==> src/rtl/z16_fetch_unit.sv <==
// z16_fetch_unit
// Instruction fetch stage of the Z16 core. Owns the fetch PC, issues 16-bit
// reads to instruction memory over a request/grant/response bus, buffers the
// returned words with their PCs in a DEPTH-entry FIFO and hands them to the
// decoder. A redirect flushes buffered and in-flight fetches and restarts
// fetching at a new PC.
//
// Parameters
//   RESET_PC  fetch address after reset (bit 0 ignored)
//   DEPTH     FIFO entries and total in-flight + buffered credit (2..8, pow2)
//
// Ports
//   i_clk, i_rst_n          clock (rising edge), async active-low reset
//   o_imem_req/o_imem_addr  read request and its halfword-aligned address
//   i_imem_gnt              request accepted this cycle
//   i_imem_rvalid/_rdata    read data, returned in request order
//   o_instr_valid/o_instr/o_instr_pc  FIFO head towards the decoder
//   i_instr_ready           decoder accepts the head
//   i_redirect/_pc          flush and restart fetch at i_redirect_pc
//
// Handshakes
//   Request bus: a request transfers in any cycle where o_imem_req and
//   i_imem_gnt are both high. Responses carry no ready; every i_imem_rvalid
//   pulse is consumed in the cycle it is presented.
//   Decoder bus: the head transfers in any cycle where o_instr_valid and
//   i_instr_ready are both high; while valid is high and ready is low the
//   head (o_instr, o_instr_pc) holds steady.
module z16_fetch_unit #(
  parameter logic [15:0] RESET_PC = 16'h0000,
  parameter int          DEPTH    = 2
) (
  input  logic        i_clk,
  input  logic        i_rst_n,
  output logic        o_imem_req,
  output logic [15:0] o_imem_addr,
  input  logic        i_imem_gnt,
  input  logic        i_imem_rvalid,
  input  logic [15:0] i_imem_rdata,
  output logic        o_instr_valid,
  output logic [15:0] o_instr,
  output logic [15:0] o_instr_pc,
  input  logic        i_instr_ready,
  input  logic        i_redirect,
  input  logic [15:0] i_redirect_pc
);

  localparam int          AW         = $clog2(DEPTH);
  localparam int          CW         = AW + 1;
  localparam logic [15:0] RESET_PC_A = {RESET_PC[15:1], 1'b0};
  localparam logic [CW:0] DEPTH_C    = (CW + 1)'(DEPTH);

  logic          r_run;
  logic [15:0]   r_fetch_pc;
  logic [15:0]   r_resp_pc;
  logic [CW-1:0] r_outstanding;
  logic [CW-1:0] r_discard;
  logic [CW-1:0] r_count;
  logic [AW-1:0] r_rd_ptr;
  logic [AW-1:0] r_wr_ptr;
  logic [15:0]   r_mem_pc    [DEPTH];
  logic [15:0]   r_mem_instr [DEPTH];

  logic          resp_ok;
  logic          head_pop;
  logic          grant;
  logic          push;
  logic          pop;
  logic [CW:0]   credit_used;

  // Bit 0 of the redirect target is forced to zero and never used.
  logic unused_redirect_bit;
  assign unused_redirect_bit = i_redirect_pc[0];

  always_comb begin
    resp_ok     = 1'b0;
    head_pop    = 1'b0;
    credit_used = '0;
    o_imem_req  = 1'b0;
    grant       = 1'b0;
    push        = 1'b0;
    pop         = 1'b0;

    // A response with nothing outstanding is a bus protocol error; ignore it.
    resp_ok  = i_imem_rvalid & (r_outstanding != '0);
    head_pop = (r_count != '0) & i_instr_ready;

    // Credit counts granted-but-unreturned reads plus buffered words. The
    // head leaving this cycle frees its slot before any new grant can
    // return (responses arrive at least one cycle after grant), so it is
    // released immediately; this is what sustains one word per cycle with
    // a single-cycle memory and DEPTH=2.
    credit_used = {1'b0, r_outstanding} + {1'b0, r_count}
                  - {{CW{1'b0}}, head_pop};

    o_imem_req = r_run & ~i_redirect & (credit_used < DEPTH_C);
    grant      = o_imem_req & i_imem_gnt;
    push       = resp_ok & (r_discard == '0) & ~i_redirect;
    pop        = head_pop & ~i_redirect;
  end

  assign o_imem_addr   = r_fetch_pc;
  assign o_instr_valid = (r_count != '0);
  assign o_instr       = r_mem_instr[r_rd_ptr];
  // With the FIFO empty, show the PC the next accepted word will carry.
  assign o_instr_pc    = o_instr_valid ? r_mem_pc[r_rd_ptr] : r_resp_pc;

  always_ff @(posedge i_clk or negedge i_rst_n) begin
    if (!i_rst_n) begin
      r_run         <= 1'b0;
      r_fetch_pc    <= RESET_PC_A;
      r_resp_pc     <= RESET_PC_A;
      r_outstanding <= '0;
      r_discard     <= '0;
      r_count       <= '0;
      r_rd_ptr      <= '0;
      r_wr_ptr      <= '0;
      for (int i = 0; i < DEPTH; i++) begin
        r_mem_pc[i]    <= '0;
        r_mem_instr[i] <= '0;
      end
    end else begin
      r_run <= 1'b1;
      if (i_redirect) begin
        // Every read still in flight after this cycle belongs to the old
        // stream; a response arriving right now is already dropped.
        r_fetch_pc    <= {i_redirect_pc[15:1], 1'b0};
        r_resp_pc     <= {i_redirect_pc[15:1], 1'b0};
        r_outstanding <= r_outstanding - CW'(resp_ok);
        r_discard     <= r_outstanding - CW'(resp_ok);
        r_count       <= '0;
        r_rd_ptr      <= '0;
        r_wr_ptr      <= '0;
      end else begin
        if (grant) begin
          r_fetch_pc <= r_fetch_pc + 16'd2;
        end
        r_outstanding <= r_outstanding + CW'(grant) - CW'(resp_ok);
        if (resp_ok && (r_discard != '0)) begin
          r_discard <= r_discard - 1'b1;
        end
        if (push) begin
          r_mem_pc[r_wr_ptr]    <= r_resp_pc;
          r_mem_instr[r_wr_ptr] <= i_imem_rdata;
          r_wr_ptr              <= r_wr_ptr + 1'b1;
          r_resp_pc             <= r_resp_pc + 16'd2;
        end
        if (pop) begin
          r_rd_ptr <= r_rd_ptr + 1'b1;
        end
        r_count <= r_count + CW'(push) - CW'(pop);
      end
    end
  end

endmodule

==> config.mk <==
export PLATFORM = sky130hd
export DESIGN_NAME = z16_fetch_unit
export DESIGN_NICKNAME = d
export VERILOG_FILES = /design/src/rtl/z16_fetch_unit.sv
export SDC_FILE = /design/constraint.sdc
export NUM_CORES = 1
export LEC_CHECK = 0
export CAP_MARGIN = 20
export CORE_MARGIN = 2
export CORE_UTILIZATION = 55
export CTS_CLUSTER_DIAMETER = 200
export DETAILED_ROUTE_END_ITERATION = 12
export GPL_ROUTABILITY_DRIVEN = 0
export PLACE_DENSITY = 0.83
export SLEW_MARGIN = 5
export SYNTH_ARGS = -nofsm -noshare
export SYNTH_HDL_FRONTEND = slang
export SYNTH_SLANG_ARGS = --single-unit
==> constraint.sdc <==
create_clock -name i_clk -period 5.7 [get_ports i_clk]
set_input_delay 1.14 -clock i_clk [delete_from_list [all_inputs] [get_ports i_clk]]
set_output_delay 1.14 -clock i_clk [all_outputs]
set_load 0.01 [all_outputs]
# After elaboration in Yosys (flattened, before gate mapping)
# Cells that the tools add are included.
# word_totals
regBits	105
latch_bits	0
mem_bits_rw	0
rom_bits	0
memories	0
# op_classes
addsub	12
mul	0
div_mod_pow	0
n_lt_le_gt_ge	4
n_eq_ne	0
shifts	0
muxes	23
n_bitwise	11
n_reduce_logical	11
# ops
op	n
$mux 16	12
$bwmux 32	2
$add 16x2->16 const B	2
$demux 16 s1	1
$reduce_bool 2->1	7
$and 1x1->1	8
$mux 2	4
$sub 2x1->2	3
$add 2x1->2	2
$ge 2x2->1 const B	2
$mux 1	4
$not 1->2	2
$add 2x2->3	1
$lt 3x2->1 const B	1
$sub 3x1->3	1
$add 1x1->1 const B	2
$logic_and 1x1->1	2
$logic_not 2->1	1
$lt 2x1->1 const B	1
$reduce_and 2->1	1
$sub 2x1->2 const B	1
$not 1->1	1

# Logic depth before layout (Yosys ltp)
# depth
ltp_word	9
depth_mapped	15
depth_no_buf	13

# Worst setup path before layout
# Ideal clock, no wire load.
# synth_path
path_type	input -> register
from	in i_instr_ready
to	reg r_outstanding[1]
arrival_time_ps	3471
required_ps	5620
path_slack_ps	2149
stages	15
path_buffers	2
path_cell_list	nand2_1 nor2_1 o21ai_0 fa_1 and4b_1 and2_1 buf_6 inv_2 buf_6 ha_1 inv_1 ha_1 xnor2_1 o21ai_0 xnor2_1
# synth_via
elab_chain_cells	8
# synth_lines
element	line	rtl
from (decl)	42	input logic i_instr_ready,
$and 1x1->1	85	head_pop = (r_count != '0) & i_instr_ready;
$sub 3x1->3	93	- {{CW{1'b0}}, head_pop};
$lt 3x2->1	95	o_imem_req = r_run & ~i_redirect & (credit_used < DEPTH_C);
$and 1x1->1	95	
$and 1x1->1	96	grant = o_imem_req & i_imem_gnt;
$add 2x1->2	137	r_outstanding <= r_outstanding + CW'(grant) - CW'(resp_ok);
$sub 2x1->2	137	
$mux 2	123	if (i_redirect) begin
to (signal assigned)	128	r_outstanding <= r_outstanding - CW'(resp_ok);
to (signal assigned)	137	
to (decl)	55	logic [CW-1:0] r_outstanding;
# Every way passes these cells.
# A chain may end at the register's enable or synchronous reset.

# Worst setup path after layout
# layout_path
from	in i_instr_ready
to	out o_imem_req
# layout_via
elab_chain_cells	4
# layout_lines
element	line	rtl
$and 1x1->1	85	
$sub 3x1->3	93	
$lt 3x2->1	95	
$and 1x1->1	95	
to (decl)	34	output logic o_imem_req,
# Every way passes these cells.

==> flow_summary.json <==
{
  "r2r_cells": 12,
  "max_stage_delay_ps": 570,
  "clock_latency_ps": 370,
  "core_area_um2": 9110,
  "clock-sinks": 101,
  "remaining_drc_errors": 0,
  "cp_cell_sequence": "clkdlybuf4s50_1 > nand2_1 > nor2_1 > o21ai_0 > fa_1 > xor2_1 > nand3_1 > nor2_1 > clkdlybuf4s50_1",
  "post-cts-setup-buffer-count": 0,
  "synth_area_um2": 5080,
  "avgSynthCellArea_um2": 11.3,
  "antenna_found_initial": 0,
  "crit_required_ps": 4560,
  "cts-root-buf": "clkbuf_8",
  "cts_resized": 0,
  "cp_slowest_cell": "clkdlybuf4s50_1",
  "syn_inst": 451,
  "row_count": 35,
  "r2r-end": "r_outstanding[1]",
  "io_buffers": 84,
  "routed_wl_mm": 11.1,
  "setup_viol": 0,
  "post-route-period-util": 0.822,
  "path_clk_slew_ps": 110,
  "setup_tns_ps": 0,
  "hpwl_mm": 7.58,
  "layout_min_cycle_time_ps": 4690,
  "p_leak_nw": 2.66,
  "hold_viol": 0,
  "dr.pass1.iters": 4,
  "cts_tree": "yes",
  "r2r_setup_slack_ps": 2500,
  "ir_drop_mv": 0.174,
  "grt_pass1_wl_mm": 18.3,
  "gr-total-overflow": 0,
  "h-tree-depth": 3,
  "grt_usage": 0.232,
  "grt_max_degree": 58,
  "hold_path_class": "reg -> reg",
  "antenna_left": 0,
  "start_kind": "primary input",
  "power_density_nw_per_um2": 420,
  "reg2reg_from": "r_outstanding[1]",
  "dieArea_um2": 10000,
  "die_y_um": 100,
  "synth_edf_count": 0,
  "tightest_slew_ps": 719,
  "worstPathArrival_ps": 3550,
  "relSlewSlack": 0.521,
  "cap_violations": 0,
  "dr.first_iter.drc_count": 158,
  "rsz0062_at_grt": "no",
  "startpoint": "i_instr_ready",
  "fill_cells": 675,
  "routedWlPerCell_um": 17.2,
  "syn2layout_area_growth_pct": 21.7,
  "skew_ps": 15.0,
  "clockBufferDepth": 2,
  "insertedDiodeCount": 0,
  "endpoint": "o_imem_req",
  "fmax_mhz": 213,
  "pin_count": 88,
  "endpoint_kind": "output pin",
  "path_max_fanout": 4,
  "async_flop_share": 1.00,
  "yosys_most_used_dff": "dfrtp_1",
  "via_count": 3707,
  "outcome": "finished clean",
  "drive_above_1_share": 0.207,
  "nNetsFinal": 575,
  "first_global_vias": 3818,
  "yosysWarnings": 0,
  "numCtsBuffers": 9,
  "start_util": 0.558,
  "cts_hold_buffers": 0,
  "viasPerCell": 5.77,
  "crit_type": "in -> out",
  "maxSlewViolCount": 0,
  "ys_seq_area_frac": 0.497,
  "synth_cell_types": 48,
  "dieWidth_um": 100,
  "ys_ff_latch": 101,
  "final_util": 0.679
}
## worst min-delay path by stage
stage / end / cells after the start / slack, ps / from
after floorplan: r_mem_pc[18] / 1 / 460 / r_mem_pc[18]
after global placement: r_mem_pc[18] / 1 / 470 / r_mem_pc[18]
final: r_mem_instr[9] / 1 / 510 / r_mem_instr[9]
after global routing: r_mem_instr[8] / 1 / 530 / r_mem_instr[8]
after CTS: r_mem_instr[9] / 1 / 520 / r_mem_instr[9]
after detailed placement: r_mem_instr[8] / 1 / 490 / r_mem_instr[8]
## Yosys cell counts, types with 5 or more instances
master / number / area, um2
nand3_1: 10 / 50.1
nor4_1: 7 / 43.8
a21oi_1: 20 / 100
ha_1: 9 / 113
mux2_2: 78 / 878
xor2_1: 5 / 43.8
mux2i_1: 19 / 190
xnor2_1: 15 / 131
dfrtp_1: 101 / 2530
inv_1: 19 / 71.3
o21ai_0: 19 / 95.1
nor2b_1: 5 / 31.3
buf_2: 7 / 35.0
clkbuf_1: 11 / 41.3
nor2_1: 32 / 120
nand4_1: 6 / 37.5
nand2_1: 28 / 105
## logic make-up (layout without fill, tap and decap cells)
kind of cell	Yosys count	in the layout	share of synthesized area
buffers and inverters	46	126	0.0416
muxes	98	98	0.213
other	2	3	0.00148
and+or+nand+nor	107	107	0.102
adders and majority gates	10	10	0.0261
xor gates and xnor gates	20	20	0.0345
AOI/OAI and AO/OA	67	67	0.0847
DFF	101	101	0.497
## critical path: cells and delay by family
| kind | cells | cell delay [ps] |
|---|---|---|
| adders and majority gates | 1 | 410 |
| buffers and inverters | 2 | 1070 |
| AOI/OAI and AO/OA | 1 | 170 |
| and+or+nand+nor | 4 | 480 |
| xor gates and xnor gates | 1 | 270 |
## registers in the layout, summed over array words and instances, names as in the netlist
name	cells
r_run	1
r_mem_instr	32
r_wr_ptr	1
r_rd_ptr	1
r_outstanding	2
r_count	2
o_imem_addr	15
r_mem_pc	30
r_resp_pc	15
r_discard	2
## layer usage
layer  vias to the layer above  global-route usage  share of wire
li1                       1745                   -              -
met5                         -                   0              0
met4                         0              0.0601          0.013
met3                         9              0.0432          0.051
met1                      1837               0.307           0.45
met2                       116               0.399           0.49
## stage by stage
step,worst slack (ps),power (W),std cells,hold slack (ps),area [um2]
finish,1010,0.00260,643,512,6180
global route,829,0.00276,643,533,6180
CTS,976,0.00261,643,516,6180
detailed placement,990,0.00213,627,490,5980
global placement,1090,0.00207,627,467,5980
floorplan,2150,0.00170,452,457,5080
## power breakdown
| part | total (W) | leakage (nW) | switching (W) | internal (W) |
|---|---|---|---|---|
| clock | 0.000479 | 0.103 | 0.000261 | 0.000218 |
| sequential | 0.00110 | 1.27 | 0.000155 | 0.000944 |
| combinational | 0.00102 | 1.29 | 0.000433 | 0.000586 |
| total | 0.00260 | 2.66 | 0.000849 | 0.00175 |
## cell usage in the layout, fill, tap and decap left out, types with 2 or more instances in the layout
cell	Yosys	final
xor2_1	5	5
a31o_2	2	2
or3_1	3	3
nor2b_1	5	5
mux2i_1	19	19
o31ai_1	2	2
nor2_1	32	30
and2_1	2	2
ha_1	9	9
a21o_1	3	3
inv_6	0	2
o311ai_0	4	4
nor2_2	0	2
or4_1	2	2
nor3_1	3	3
and3_1	2	2
clkdlybuf4s50_1	0	83
dfrtp_1	101	101
inv_1	19	19
nand2_1	28	28
nand3_1	10	10
mux2_2	78	78
conb_1	2	3
or2_2	2	2
xnor2_1	15	15
buf_4	2	7
nor4_1	7	7
clkbuf_8	0	10
a31oi_1	2	2
a21oi_1	20	20
nand4_1	6	6
o211ai_1	4	4
o21ai_0	19	19
o311ai_1	4	4
nand2b_1	2	2
## area by class of cell
type,count,area [um2],share of cell area
Timing Repair Buffer,90,883,0.143
Sequential cell,101,2530,0.409
Tap cell,111,139,0.0225
Clock inverter,6,68.8,0.0111
Inverter,20,75.1,0.0121
Multi-Input combinational cell,305,2350,0.380
Clock buffer,10,138,0.0223
No activity file was read; power rests on OpenSTA's default activity.
